$ cat config.mk
export PLATFORM = sky130hd
export DESIGN_NAME = aes_word_io
export DESIGN_NICKNAME = d
export VERILOG_FILES = /design/src/rtl/aes_pkg.sv /design/src/rtl/aes_word_io.sv
export SDC_FILE = /design/constraint.sdc
export NUM_CORES = 1
export LEC_CHECK = 0
export ABC_AREA = 1
export BUFFER_PORTS_ARGS = -buffer_cell sky130_fd_sc_hd__clkbuf_2
export CAP_MARGIN = 20
export CORE_ASPECT_RATIO = 0.8
export CORE_MARGIN = 2
export CORE_UTILIZATION = 59
export CTS_CLUSTER_DIAMETER = 100
export DETAILED_ROUTE_END_ITERATION = 12
export GPL_TIMING_DRIVEN = 0
export PLACE_DENSITY_LB_ADDON = 0.1
export SYNTH_ARGS = -nofsm -noshare
export SYNTH_HDL_FRONTEND = slang
export SYNTH_SLANG_ARGS = --single-unit
$ cat constraint.sdc
create_clock -name clk -period 3.6 [get_ports clk]
set_input_delay 0.36 -clock clk [delete_from_list [all_inputs] [get_ports clk]]
set_output_delay 0.36 -clock clk [all_outputs]
set_load 0.1 [all_outputs]
$ cat src/rtl/aes_pkg.sv
// Shared AES constants, the word-I/O state type and word slot helpers.
package aes_pkg;

  localparam int AES_BLK_W   = 128;
  localparam int AES_WORD_W  = 32;
  localparam int AES_WORDS   = 4;
  localparam int AES_CIP_LAT = 10;

  typedef enum logic [1:0] {
    LOAD  = 2'd0,
    WAIT  = 2'd1,
    DRAIN = 2'd2
  } aes_io_state_t;

  // Slot 0 is the most significant word (FIPS-197 byte 0 is the MSB).
  function automatic logic [AES_BLK_W-1:0] put_word(
    input logic [AES_BLK_W-1:0]  blk,
    input logic [1:0]            slot,
    input logic [AES_WORD_W-1:0] w
  );
    logic [AES_BLK_W-1:0] r;
    r = blk;
    case (slot)
      2'd0:    r[127:96] = w;
      2'd1:    r[95:64]  = w;
      2'd2:    r[63:32]  = w;
      default: r[31:0]   = w;
    endcase
    return r;
  endfunction

  function automatic logic [AES_WORD_W-1:0] get_word(
    input logic [AES_BLK_W-1:0] blk,
    input logic [1:0]           slot
  );
    logic [AES_WORD_W-1:0] w;
    case (slot)
      2'd0:    w = blk[127:96];
      2'd1:    w = blk[95:64];
      2'd2:    w = blk[63:32];
      default: w = blk[31:0];
    endcase
    return w;
  endfunction

endpackage

$ cat src/rtl/aes_word_io.sv
// Word-serial front/back end for the unrolled AES-128 cipher: packs four
// input words into a block, holds it on cip_data for the cipher latency,
// captures the result and streams it back as four words.
//
// Handshakes: a word moves on a rising edge where valid & ready are both
// high; valid may not depend on ready, and in_ready/out_valid/busy are
// decoded from the state register only.
module aes_word_io
  import aes_pkg::*;
#(
  parameter int WORD_W  = AES_WORD_W,
  parameter int CIP_LAT = AES_CIP_LAT
) (
  input  logic                 clk,
  input  logic                 rst_n,
  input  logic [WORD_W-1:0]    in_word,
  input  logic                 in_valid,
  output logic                 in_ready,
  output logic [AES_BLK_W-1:0] cip_data,
  input  logic [AES_BLK_W-1:0] cip_out,
  output logic [WORD_W-1:0]    out_word,
  output logic                 out_valid,
  input  logic                 out_ready,
  output logic                 busy,
  output logic [1:0]           dbg_state
);

  localparam int CW = $clog2(CIP_LAT + 1);

  aes_io_state_t        state, state_n;
  logic [1:0]           cnt;
  logic [1:0]           idx;
  logic [CW-1:0]        wcnt;
  logic [AES_BLK_W-1:0] pack;
  logic [AES_BLK_W-1:0] res;

  logic in_xfer, out_xfer;

  assign in_xfer  = (state == LOAD) && in_valid;
  assign out_xfer = (state == DRAIN) && out_ready;

  // State register.
  always_ff @(posedge clk or negedge rst_n) begin
    if (!rst_n) state <= LOAD;
    else        state <= state_n;
  end

  // Next-state logic and state-decoded handshake outputs.
  always_comb begin
    state_n   = state;
    in_ready  = 1'b0;
    out_valid = 1'b0;
    busy      = 1'b0;
    case (state)
      LOAD: begin
        in_ready = 1'b1;
        if (in_valid && cnt == 2'd3) state_n = WAIT;
      end
      WAIT: begin
        busy = 1'b1;
        if (wcnt == CW'(1)) state_n = DRAIN;
      end
      DRAIN: begin
        busy      = 1'b1;
        out_valid = 1'b1;
        if (out_ready && idx == 2'd3) state_n = LOAD;
      end
      default: state_n = LOAD;
    endcase
  end

  assign dbg_state = state;

  // Datapath: pack register, cipher drive, wait counter, result and output word.
  always_ff @(posedge clk or negedge rst_n) begin
    if (!rst_n) begin
      cnt      <= 2'd0;
      idx      <= 2'd0;
      wcnt     <= '0;
      pack     <= '0;
      res      <= '0;
      cip_data <= '0;
      out_word <= '0;
    end else begin
      if (in_xfer) begin
        pack <= put_word(pack, cnt, in_word);
        cnt  <= cnt + 2'd1;
        if (cnt == 2'd3) begin
          // The last word goes straight into the cipher block this edge.
          cip_data <= put_word(pack, 2'd3, in_word);
          wcnt     <= CW'(CIP_LAT);
        end
      end
      if (state == WAIT) begin
        wcnt <= wcnt - CW'(1);
        if (wcnt == CW'(1)) begin
          res      <= cip_out;
          idx      <= 2'd0;
          out_word <= get_word(cip_out, 2'd0);
        end
      end
      if (out_xfer) begin
        idx <= idx + 2'd1;
        if (idx != 2'd3) out_word <= get_word(res, idx + 2'd1);
      end
    end
  end

endmodule

Word level (Yosys, flattened, before mapping). Index checks and enable logic that the tools add are counted.

Bits in read-only memories: 0. Flip-flop bits (word level): 394. Memories kept: 0. Output and inout bits: 165. Bits in latches: 0. Memory bits (writable): 0. Bits of input ports: 164.

Divide/modulo/power cells: 0. Equality and inequality tests: 13. Mux-type cells: 18. Reductions and logical operators: 20. Bitwise operators: 0. $mul: 0. Shifts and indexed selects: 0. $lt $le $gt $ge: 0. Add/sub/neg operators: 3.

Operator list (number): $mux 32 (4); $pmux 32 s3 (1); $reduce_and 2->1 (7); $mux 2 (6); $mux 4 (3); $eq 2x2->1 const B (5); $reduce_bool 2->1 (4); $eq 2x1->1 const B (3); $logic_not 2->1 (3); $pmux 2 s3 (1); $add 2x1->2 const B (2); $eq 4x1->1 const B (1); $logic_and 1x1->1 (4); $ne 2x1->1 const B (2); $ne 2x2->1 const B (2); $sub 4x1->4 const B (1); $mux 1 (3); $reduce_and 3->1 (1); $reduce_or 2->1 (1).

Depth between registers and ports, before layout. Gate-level depths: netlist of the first run.

Word-level depth: 5. Mapped depth: 10.

Worst setup path after synthesis of the first run. Ideal clock, no wire load.

Path type: flip-flop to flip-flop. Start point: reg state[0] (netlist: dbg_state[0]). End point: reg cip_data[100]. Slack: 0.698 ns. Arrival: 2.780 ns. Cell stages (with the launch flop): 10. Path buffers: 2. Cell sequence: dfrtp_1 -> inv_1 -> ha_1 -> nand2_1 -> inv_2 -> nand2_2 -> buf_2 -> buf_2 -> nand2_1 -> nand2_1.

Cells in the longest elaborated chain, start to end: 3.

RTL lines: from (decl) (line aes_word_io.sv:30) `aes_io_state_t state, state_n;`; from (signal assigned) (line aes_word_io.sv:45) `else state <= state_n;`; $logic_not 2->1 (line aes_word_io.sv:39) `assign in_xfer = (state == LOAD) && in_valid;`; $logic_and 1x1->1 (line aes_word_io.sv:39); $reduce_and 2->1 (no source line); to (signal assigned) (line aes_word_io.sv:90) `cip_data <= put_word(pack, 2'd3, in_word);`; to (decl) (line aes_word_io.sv:19) `output logic [AES_BLK_W-1:0] cip_data,`.

Every way passes these cells. A chain may end at the register's enable or synchronous reset.

Worst setup path after layout of the first run.
Start point: reg state[0] (netlist: dbg_state[0]). End point: reg cip_data[108].

Same word-level chain as after synthesis.

==> summary.md, run 1 <==
| Metric | Value |
|---|---|
| Setup WS pre-CTS | `1.46 ns` |
| CTS tree | `done` |
| Die area | `28400 um2` |
| EDFF count, synth | `0` |
| Max_cap viols | `0` |
| Max-slew violations | `0` |
| Register area share after synthesis | `61.7%` |
| Max Freq | `0.456 GHz` |
| Cell family with most CP delay | `buffers and inverters` |
| Commonest cells after routing, fill and taps aside | `nand2_1 (951), dfrtp_1 (394), clkbuf_2 (327)` |
| Via/cell ratio | `5.42` |
| I/O Buffers | `328` |
| R2R Setup Slk | `1.41 ns` |
| Highest-delay cell along the critical path | `dfrtp_1` |
| Crit path capture type | `flip-flop` |
| Clock-pin slew on the worst setup and hold paths | `0.06 ns` |
| Fin. Hold Viols | `0` |
| Top_reg_cell synth | `dfrtp_1` |
| Worst r2r dst | `cip_data[108]` |
| Cell variety after synth | `22` |
| R2R depth | `9` |
| # setup viols final | `0` |
| Outcome | `complete, no violations` |
| Final period util | `60.9%` |
| Post-cts gate resize count | `0` |
| Die height | `151 um` |
| Crit path from | `dbg_state[0]` |
| Top-area cell type share of the netlist area | `61.7%` |
| Startpoint Class | `flip-flop` |
| Yosys top cell by area | `dfrtp_1` |
| Clk buf depth | `3` |
| Cells after DPL | `2543` |
| Most used cell, CP | `nand2_1` |
| Per-cell routed wire length | `17.5 um` |
| First-pass GRT wire length | `71.9 mm` |
| Rel. slew slack | `57.6%` |
| Die width | `188 um` |
| Area contributors post-synth | `dfrtp_1 (62%), nand2_1 (22%), o21ai_0 (4.3%), a21oi_1 (2.0%), inv_1 (1.8%)` |
| Initial Util | `60.4%` |
| Detailed-route wire length | `45.8 mm` |
| Placement row count | `53` |
| DR DRC count | `0` |
| Mapped Area | `16000 um2` |
| GPL Wtd Cong | `0.883` |
| Crit Path Class | `flip-flop to flip-flop` |
| Syn_nets | `2032` |
| DR vias | `14200` |
| Avg Cell Area, Syn | `8.62 um2` |
| Register Area | `9860 um2` |
| Fill cell total of the finished layout | `2044` |
| Clock H-tree levels | `2` |
| Worst slew pin tran | `0.636 ns` |
| Drt first pass iters | `5` |
| Clk sinks | `394` |
| Antenna-violating nets left | `0` |
| Detailed Route Iter0 Violations | `1232` |
| Synth warn | `0` |
| CTS root buf | `clkbuf_16` |
| RSZ-0062 raised after global routing | `false` |
| Crit path cell chain | `inv_1 > ha_1 > nand2_1 > inv_2 > nand2_2 > buf_2 > buf_2 > nand2_1 > nand2_1` |
| Crit path depth | `9` |
| Worst Path Required | `4.05 ns` |
| Area Growth Syn to Fin | `22.3%` |
| GRT Total Usage | `32.4%` |
| Post-Syn Instances | `1854` |
| Leading cell type in the layout, fill and taps excluded | `nand2_1` |
| FF+latch count, synth | `394` |
| Vias in the first global route | `13500` |
| CP max FO | `10` |
| Critical path arrival | `2.64 ns` |
| Initial antenna violation count | `0` |
| Post-DP HPWL | `32.6 mm` |
| Buf/Inv on CP | `4` |
| Setup crit end | `cip_data[108]` |
| Share of layout cells above drive strength 1 | `19.8%` |
| Core Region | `26500 um2` |
| FF-to-FF Start | `dbg_state[0]` |
| Finished Core Util | `73.9%` |
| Nets | `2406` |
| Hold Crit Class | `primary input to flip-flop` |
| Async SR Flop Fraction | `100%` |
| Worst clock skew | `0.0149 ns` |
| Worst skew pair latency | `0.53 ns` |
| Final worst setup slack | `1.41 ns` |
| I/O Pins | `329` |
| Max stage delay on crit path | `0.42 ns` |
| CTS buffer count | `39` |
| Area of the multi-input gates | `5370 um2` |
| Grt total ovfl | `0` |
| Minimum clock period | `2.19 ns` |
| Final cell count without fillers | `2619` |
| Largest net degree at the start of global routing | `104` |
-- registers in the layout, indices dropped and copies added (netlist names) --
signal / cells
cip_data: 128
cnt: 2
dbg_state: 2
idx: 2
out_word: 32
pack: 96
res: 128
wcnt: 4
-- Yosys cell counts, types with 2 or more instances --
library cell  count
nand2_1         951
dfrtp_1         394
o21ai_0         136
inv_1            75
a21oi_1          65
clkbuf_1         50
buf_2            41
nand3_1          37
nand4_1          34
o21ai_1          27
ha_1             14
buf_1            11
buf_4             5
nand2_2           4
inv_2             2
nor2_1            2
-- tightest hold or removal path, stage by stage --
cell      delay [ns]
clkbuf_2        0.08
nand2_1         0.04
nand2_1         0.04
-- cells by family (layout without fill, tap and decap cells) --
group / Yosys count / after routing / share of synthesized area [%]
DFF: 394 / 394 / 61.7
AOI/OAI and AO/OA: 228 / 228 / 7.14
adders and majority gates: 14 / 14 / 1.10
other: 0 / 5 / 0
buffers and inverters: 184 / 587 / 4.76
and+or+nand+nor: 1032 / 1032 / 25.2
xor gates and xnor gates: 1 / 1 / 0.0548
muxes: 1 / 1 / 0.0626
-- per-stage QoR --
step / cell area [um2] / hold WS, ns / TNS [ns]
floorplan: 16000 / 0.0644 / 0
global placement: 18100 / 0.454 / -2485.33
detailed placement: 18200 / 0.339 / 0
CTS: 19500 / 0.0225 / 0
global route: 19500 / 0.0324 / 0
finish: 19600 / 0.0334 / 0
-- routing by layer --
metal  global-route usage, %  vias up  wire, um
met3                    6.65       79      4120
met4                    8.46        0      1030
li1                        -     6559         -
met1                    48.8     6892     20400
met5                       0        -         0
met2                    48.4      662     20300
-- repair_timing --
item                      4_1_cts  5_1_grt
hold endpoints to repair       47        0
hold buffers                    1        0
buffers inserted                0        0
-- how the worst min path moves through the flow --
| stage | from | endpoint | depth (start not counted) | slack (ns) |
|---|---|---|---|---|
| global route | cip_out[72] | res[72] | 3 | 0.03 |
| floorplan | rst_n | cip_data[0] | 0 | 0.06 |
| global placement | res[127] | res[127] | 2 | 0.45 |
| CTS | cip_out[77] | res[77] | 3 | 0.02 |
| finish | cip_out[90] | res[90] | 3 | 0.03 |
| detailed placement | rst_n | cip_data[104] | 1 | 0.34 |
-- final cells by class --
type                            instances  area share, %
Sequential cell                       394           50.4
Multi-Input combinational cell       1276           27.5
Timing Repair Buffer                  333           9.05
Clock buffer                           64           6.41
Buffer                                107           2.41
Tap cell                              357           2.28
Inverter                               77           1.48
Clock inverter                          6          0.410
Antenna cell                            5         0.0640
Power of run 1 is left out: the tool's default activity adds up to more than one toggle a clock period on the data nets, which glitch-free logic cannot reach.
==> run 2: changes to the inputs <==
- ABC_AREA: 1 -> 0
- CORE_UTILIZATION: 59 -> 49
- clock period: 3.6 -> 1.9 ns (I/O delays scaled with it)
==> summary.md, run 2 <==
| Metric | Value |
|---|---|
| Outcome | `complete, but fails checks` |
| Failing checks | `hold timing` |
| Worst skew pair latency | `0.55 ns` |
| Syn_nets | `1479` |
| Share of layout cells above drive strength 1 | `38.0%` |
| Max_cap viols | `0` |
| Cell family with most CP delay | `flip-flops` |
| Synth top cells by count | `dfrtp_1 (394), nand2_1 (326), mux2_2 (226)` |
| Crit Path Class | `flip-flop to primary output` |
| Clk sinks | `394` |
| Placement row count | `58` |
| Post-Synth Simple-Gate Area | `8.30%` |
| Top_reg_cell synth | `dfrtp_1` |
| Worst slew pin tran | `0.794 ns` |
| Avg Cell Area, Syn | `12.2 um2` |
| Rel. slew slack | `47.1%` |
| Per-cell routed wire length | `19.4 um` |
| Detailed Route Iter0 Violations | `786` |
| Cell variety after synth | `30` |
| Fin. Hold Viols | `87` |
| DR DRC count | `0` |
| I/O Buffers | `328` |
| CTS buffer count | `39` |
| Core Region | `31700 um2` |
| Hold_buf cts | `161` |
| GPL Wtd Cong | `0.871` |
| Area Growth Syn to Fin | `34.0%` |
| Antenna-violating nets left | `0` |
| Post-Synth Adder-Cell Area | `1.10%` |
| Clock H-tree levels | `2` |
| Vias in the first global route | `12600` |
| Via/cell ratio | `5.24` |
| Setup TNS Final | `0 ns` |
| Yosys top cell by area | `dfrtp_1` |
| # setup viols final | `0` |
| Initial antenna violation count | `3` |
| Post-synthesis mux area share | `18.1%` |
| Post-DP HPWL | `30.3 mm` |
| Commonest cells after routing, fill and taps aside | `dfrtp_1 (392), clkbuf_2 (341), nand2_1 (326)` |
| Hold Crit Class | `primary input to asynchronous set/reset pin` |
| Max-slew violations | `0` |
| Compound-Gate Fraction of Synth Area | `6.97%` |
| Clock-pin slew on the worst setup and hold paths | `0.06 ns` |
| First-pass GRT wire length | `69.0 mm` |
| Critical path arrival | `1.63 ns` |
| CTS tree | `done` |
| Area contributors post-synth | `dfrtp_1 (62%), mux2_2 (16%), nand2_1 (7.7%), a221o_1 (2.0%), mux2i_1 (2.0%)` |
| Clk buf depth | `3` |
| Die height | `165 um` |
| Final period util | `95.9%` |
| Max stage delay on crit path | `0.46 ns` |
| Hold Worst Slack | `-0.323 ns` |
| GRT Total Usage | `26.5%` |
| FF+latch count, synth | `394` |
| Worst Path Required | `1.71 ns` |
| Post-Syn Instances | `1301` |
| Crit path capture type | `primary output` |
| Top-area cell type share of the netlist area | `62.0%` |
| Crit path cell chain | `inv_4 > ha_4 > clkbuf_4` |
| CP max FO | `4` |
| DR vias | `12000` |
| Buf/Inv on CP | `2` |
| Initial Util | `50.2%` |
| Top Registers | `cip_data x128, res x128, pack x96` |
| Most frequent cell after synthesis | `dfrtp_1` |
| Mapped Area | `15900 um2` |
| Die area | `33900 um2` |
| Die width | `205 um` |
| XOR/XNOR Fraction of Synth Area | `0.110%` |
| Grt total ovfl | `0` |
| Highest-delay cell along the critical path | `dfrtp_4` |
| Largest family of logic cells by synthesized area | `multiplexers` |
| Max Freq | `0.549 GHz` |
| Minimum clock period | `1.82 ns` |
| Synth warn | `0` |
| Drt first pass iters | `4` |
| Detailed-route wire length | `44.2 mm` |
| I/O Pins | `329` |
| CTS root buf | `clkbuf_16` |
| Largest net degree at the start of global routing | `113` |
| EDFF count, synth | `0` |
| Register area share after synthesis | `62.0%` |
| Nets | `2009` |
| Worst clock skew | `0.0244 ns` |
| Leading cell type in the layout, fill and taps excluded | `dfrtp_1` |
| Async SR Flop Fraction | `100%` |
| Startpoint Class | `flip-flop` |
-- run 2: cells by family (layout without fill, tap and decap cells) --
| group | count (synthesis) | count (layout) |
|---|---|---|
| DFF | 394 | 394 |
| and+or+nand+nor | 342 | 342 |
| muxes | 259 | 259 |
| AOI/OAI and AO/OA | 169 | 169 |
| buffers and inverters | 121 | 680 |
| adders and majority gates | 14 | 14 |
| xor gates and xnor gates | 2 | 2 |
| other | 0 | 3 |
-- run 2: worst paths after layout --
path	from	cells after the start	to	slack, ns
hold / removal	rst_n	1	res[61]	-0.32
setup reg to reg	wcnt[1]	5	dbg_state[1]	0.09
max in group asynchronous	rst_n	3	pack[83]	0.74
setup / recovery	dbg_state[1]	3	busy	0.08
hold reg to reg	res[103]	2	res[103]	0.47
min in group clk	in_valid	3	cnt[0]	0.05
-- run 2: what timing repair did --
item	in CTS	in global routing
resized for setup	39	48
setup endpoints to repair	164	171
endpoints found under the hold margin	376	87
buffers inserted	0	0
-- run 2: per-stage QoR --
step | hold WS [ns] | worst slack [ns] | std cells | area [um2] | utilization, %
floorplan | -0.106 | -0.0944 | 1301 | 16100 | -
detailed placement | 0.307 | -0.162 | 2052 | 18300 | 57.8
global placement | 0.383 | -9.72 | 2049 | 18200 | 57.5
CTS | -0.279 | 0.00204 | 2282 | 21200 | 67.0
global route | -0.244 | -0.00310 | 2283 | 21300 | 67.2
finish | -0.323 | 0.0772 | 2283 | 21300 | 67.2
-- run 2: metal layers --
metal  wire length, um  vias to the layer above  global-route usage, %
li1                  -                     5495                      -
met2             20000                      383                   41.4
met5                 0                        -                      0
met3              3170                       67                   6.16
met1             20200                     6017                   37.5
met4               903                        0                   7.19
-- run 2: layout make-up --
class	instances	area [um2]
Antenna cell	3	7.51
Buffer	77	624
Clock buffer	57	1130
Clock inverter	13	101
Fill cell	2389	10400
Inverter	41	159
Multi-Input combinational cell	786	5550
Sequential cell	394	9870
Tap cell	420	526
Timing Repair Buffer	492	3350
Power of run 2 is left out for the same reason.
